==> src/rtl/adapter_axi_stream_2_block_fifo.sv <==
// AXI Stream to ping-pong block FIFO write adapter: acquires one free FIFO half,
// fills it until the block size is reached or tlast arrives, then releases it.
module adapter_axi_stream_2_block_fifo #(
  parameter int DATA_WIDTH      = 24,
  parameter int USER_IN_DATA    = 1,
  parameter int USER_DATA_WIDTH = 4
) (
  input  logic                       i_axi_clk,
  input  logic                       rst,
  input  logic [USER_DATA_WIDTH-1:0] i_axi_user,
  input  logic [DATA_WIDTH-1:0]      i_axi_data,
  input  logic                       i_axi_last,
  input  logic                       i_axi_valid,
  output logic                       o_axi_ready,
  input  logic [1:0]                 i_block_fifo_rdy,
  output logic [1:0]                 o_block_fifo_act,
  input  logic [23:0]                i_block_fifo_size,
  output logic                       o_block_fifo_stb,
  output logic [DATA_WIDTH:0]        o_block_fifo_data,
  output logic [31:0]                o_debug
);

  typedef enum logic [1:0] {
    IDLE    = 2'd0,
    READY   = 2'd1,
    RELEASE = 2'd2
  } state_t;

  state_t              state_q, state_d;
  logic [1:0]          act_q, act_d;
  logic [23:0]         count_q, count_d;
  logic                stb_q, stb_d;
  logic [DATA_WIDTH:0] data_q, data_d;

  logic        axi_ready;
  logic        accept;
  logic        user_bit;
  logic [24:0] count_inc;
  logic        size_reached;
  logic        unused_user;

  // Only bit 0 of the user field carries information.
  assign unused_user  = ^i_axi_user;
  assign user_bit     = (USER_IN_DATA != 0) ? i_axi_user[0] : 1'b0;

  // 25-bit increment so a size of 0xFFFFFF cannot wrap the end-of-block test.
  assign count_inc    = {1'b0, count_q} + 25'd1;
  assign size_reached = (count_inc >= {1'b0, i_block_fifo_size});

  assign axi_ready    = (state_q == READY) && (count_q < i_block_fifo_size);
  assign accept       = i_axi_valid && axi_ready;

  always_comb begin
    state_d = state_q;
    act_d   = act_q;
    count_d = count_q;
    stb_d   = 1'b0;
    data_d  = data_q;
    case (state_q)
      IDLE: begin
        if ((act_q == 2'b00) && (i_block_fifo_rdy != 2'b00)) begin
          act_d   = i_block_fifo_rdy[0] ? 2'b01 : 2'b10;
          count_d = 24'd0;
          state_d = READY;
        end
      end
      READY: begin
        if (accept) begin
          data_d  = {user_bit, i_axi_data};
          stb_d   = 1'b1;
          count_d = count_inc[23:0];
          if (i_axi_last || size_reached) begin
            state_d = RELEASE;
          end
        end else if (count_q >= i_block_fifo_size) begin
          state_d = RELEASE;
        end
      end
      RELEASE: begin
        // Drop ownership first; return to IDLE only once act is seen low.
        if (act_q != 2'b00) begin
          act_d = 2'b00;
        end else begin
          state_d = IDLE;
        end
      end
      default: begin
        act_d   = 2'b00;
        state_d = IDLE;
      end
    endcase
  end

  always_ff @(posedge i_axi_clk) begin
    if (rst) begin
      state_q <= IDLE;
      act_q   <= 2'b00;
      count_q <= 24'd0;
      stb_q   <= 1'b0;
      data_q  <= '0;
    end else begin
      state_q <= state_d;
      act_q   <= act_d;
      count_q <= count_d;
      stb_q   <= stb_d;
      data_q  <= data_d;
    end
  end

  assign o_axi_ready       = axi_ready;
  assign o_block_fifo_act  = act_q;
  assign o_block_fifo_stb  = stb_q;
  assign o_block_fifo_data = data_q;
  assign o_debug = {count_q[15:0], 6'd0, stb_q, axi_ready, i_block_fifo_rdy,
                    act_q, 2'd0, state_q};

endmodule

==> config.mk <==
export PLATFORM = sky130hd
export DESIGN_NAME = adapter_axi_stream_2_block_fifo
export DESIGN_NICKNAME = d
export VERILOG_FILES = /design/src/rtl/adapter_axi_stream_2_block_fifo.sv
export SDC_FILE = /design/constraint.sdc
export NUM_CORES = 1
export LEC_CHECK = 0
export ABC_AREA = 1
export ABC_CLOCK_PERIOD_IN_PS = 4700
export CAP_MARGIN = 10
export CORE_MARGIN = 2
export CORE_UTILIZATION = 52
export DETAILED_ROUTE_END_ITERATION = 6
export HOLD_SLACK_MARGIN = 0.02
export PLACE_DENSITY_LB_ADDON = 0.25
export SYNTH_ARGS = -nofsm -noshare
export SYNTH_HDL_FRONTEND = slang
export SYNTH_SLANG_ARGS = --single-unit
export TNS_END_PERCENT = 30
==> constraint.sdc <==
create_clock -name i_axi_clk -period 4.7 [get_ports i_axi_clk]
set_clock_uncertainty 0.2 [all_clocks]
set_input_delay 0.94 -clock i_axi_clk [delete_from_list [all_inputs] [get_ports i_axi_clk]]
set_output_delay 0.94 -clock i_axi_clk [all_outputs]
set_load 0.01 [all_outputs]
==> impl_metrics.json <==
{
  "track_usage_pct": 24.01,
  "power_mw": 1.975,
  "crit_arrival_ns": 3.09,
  "hold_class": "reg2reg",
  "fin_tns_setup_ns": 0,
  "synth_cells": 604,
  "cp_max_fo": 3,
  "fmax_ghz": 0.2367,
  "antenna_found_initial": 0,
  "pwr-share-seq_pct": 32.5,
  "synth.area.top_cells": "dfxtp_1 (26%), ha_1 (15%), nand2_1 (15%), a21oi_1 (8.3%), inv_1 (6.9%)",
  "setup_viol": 0,
  "drt-total-wl_mm": 10.10,
  "fillCellCount": 664,
  "synthTopCellsByCount": "nand2_1 (159), inv_1 (75), a21oi_1 (68)",
  "pwr-share-comb_pct": 53.3,
  "fin_util_pct": 66.49,
  "path_clk_slew_ns": 0.11,
  "rows": 32,
  "ys_ff_latch": 54,
  "hold_buffers": 0,
  "min_delay_path_depth": 2,
  "via_per_inst": 5.082,
  "grt_first_pass_wirelength_mm": 17.12,
  "vias": 3989,
  "multi_input_area_mm2": 0.002440,
  "root_buffer": "clkbuf_8",
  "initial_core_util_pct": 53.26,
  "first_global_vias": 3836,
  "crit_path_end_kind": "primary output",
  "synth_cell_types": 34,
  "h-tree-depth": 2,
  "coreArea_mm2": 0.007687,
  "maxSlewHeadroom_pct": 50.00,
  "fp.dieArea_mm2": 0.008599,
  "die-width_um": 92.73,
  "worst_slew_pin_slew_ns": 0.7483,
  "synth_top_area_cell": "dfxtp_1",
  "grt_setup_unrepaired": "no",
  "post_cts_buffers": 0,
  "clockBufferDepth": 2,
  "cp-start-kind": "primary input",
  "die_y_um": 92.73,
  "first_pass_iters": 5,
  "io_pins": 119,
  "synth_top_cell_area_share_pct": 26.41,
  "worstSkewPairLatency_ns": 0.31,
  "sw_frac_of_total_pct": 44.41,
  "gp_congestion": 0.9091,
  "drc": 0,
  "antenna_cells": 0,
  "yosysSeqAreaShare_pct": 26.41,
  "synth_area_mm2": 0.004094,
  "cellInternalPower_mw": 1.098,
  "p_leak_nw": 2.325,
  "cts_made_buffers": 5,
  "ys_warn_count": 0,
  "async_reset_ff_share_pct": 0,
  "worstRegToRegCells": 19,
  "p_switching_uw": 876.8,
  "hpwlAfterDp_mm": 7.810,
  "slew_violations": 0,
  "hold_viol": 0,
  "ir_drop_uv": 219.6,
  "cts_tree": "done",
  "numClockSinks": 54,
  "period_needed_ns": 4.226,
  "powerDensity_mw_per_mm2": 386.3,
  "cts_resized": 0,
  "grt_max_degree": 35,
  "register_area_mm2": 0.001081,
  "finalNetCount": 789,
  "portBuffers": 107,
  "detail-route-antenna-nets": 0,
  "status": "complete, no violations",
  "syn2layout_area_growth_pct": 24.85,
  "period_share_pct": 89.91,
  "ys.flop_type": "dfxtp_1",
  "clockPowerShare_pct": 14.2,
  "grt_overflow": 0,
  "final_layout_size_suffix_gt1_share_pct": 3.514,
  "drtIter0Drc": 168,
  "required_ns": 3.56,
  "max_cap_violations": 0,
  "crit_type": "in2out",
  "avgRoutedWirePerCell_um": 12.86,
  "yosysMostFrequentCell": "nand2_1",
  "synth_edf_count": 0,
  "avgSynthCellArea_um2": 6.778
}
==> path summary, 6_finish.rpt <==
check	from	endpoint	slack, ns
worst max-delay path	i_block_fifo_size[15]	o_axi_ready	0.47
worst max register to register	count_q[1]	state_q[1]	1.27
worst min-delay path	o_block_fifo_data[19]	o_block_fifo_data[19]	0.27
worst min register to register	o_block_fifo_data[19]	o_block_fifo_data[19]	0.27
==> per-layer routing <==
layer	GRT usage, %	wire (µm)	share of wire, %
met2	42.27	4982	49
met1	28.87	4165	41
met3	6.998	845	8.4
met4	5.515	104	1.0
met5	0	0	0
==> cell families (layout without fill, tap and decap cells) <==
logic type / after synthesis / count (layout) / share of synthesized area [%]
AND/OR/NAND/NOR: 263 / 263 / 27.26
XOR/XNOR: 20 / 20 / 4.279
buffers and inverters: 121 / 193 / 14.64
flip-flops: 54 / 54 / 26.41
other: 1 / 8 / 0.09160
AO/OA/AOI/OAI: 96 / 96 / 12.35
adder cells (fa/ha/maj): 49 / 49 / 14.98
==> cells in the final DEF (no fill, tap or decap), types with 2 or more instances in the layout <==
| cell | instances |
|---|---|
| dfxtp_1 | 54 |
| ha_1 | 49 |
| xnor2_1 | 2 |
| conb_1 | 8 |
| nor2_1 | 57 |
| clkbuf_8 | 5 |
| inv_6 | 2 |
| a21o_1 | 2 |
| nor3_1 | 5 |
| nand2_1 | 159 |
| a21oi_1 | 68 |
| xor2_1 | 18 |
| nor4_1 | 3 |
| o21a_1 | 2 |
| nand4_1 | 4 |
| inv_1 | 75 |
| nor3_2 | 2 |
| nand3_1 | 22 |
| nor2_4 | 3 |
| a21oi_2 | 2 |
| o21bai_1 | 2 |
| buf_4 | 2 |
| clkdlybuf4s50_1 | 107 |
| nand2_4 | 2 |
| nand3b_1 | 2 |
| o21ai_0 | 18 |
==> worst max-delay path, stage by stage <==
cell             delay (ns)
clkdlybuf4s50_1        0.45
inv_1                  0.06
ha_1                   0.31
a21o_1                 0.18
nor2_1                 0.15
nand2_1                0.09
nand2_1                0.11
nand3_2                0.13
inv_1                  0.11
clkdlybuf4s50_1        0.54
==> state kept, by name (all words and copies together), names as in the netlist <==
| signal | count |
|---|---|
| count_q | 24 |
| o_block_fifo_act | 2 |
| o_block_fifo_data | 25 |
| o_block_fifo_stb | 1 |
| state_q | 2 |
==> power groups by stage <==
stage	sequential (mW)	combinational, mW	clock, mW
final	0.641	1.05	0.280
after global routing	0.656	1.19	0.304
after CTS	0.640	1.06	0.287
after detailed placement	0.650	1.05	0
after global placement	0.645	1.03	0
after floorplan	0.651	0.759	0
==> cell type report <==
type	instances	share of cell area [%]
multi-input cells	436	47.74
well taps	102	2.497
flip-flops and latches	54	21.15
clock inverters	3	0.4406
clock buffers	5	1.346
inverters	76	5.581
repair buffers	109	21.25
==> metrics by stage <==
stage / worst slack (ns) / std cells / area (µm²) / hold WS (ns)
finish: 0.4744 / 785 / 5111 / 0.2697
floorplan: 1.455 / 611 / 4120 / 0.2686
CTS: 0.4790 / 785 / 5111 / 0.2710
global placement: 0.4866 / 777 / 5020 / 0.2504
detailed placement: 0.5010 / 777 / 5020 / 0.2550
global route: 0.3441 / 785 / 5111 / 0.2873
No activity file was read; power rests on OpenSTA's default activity.
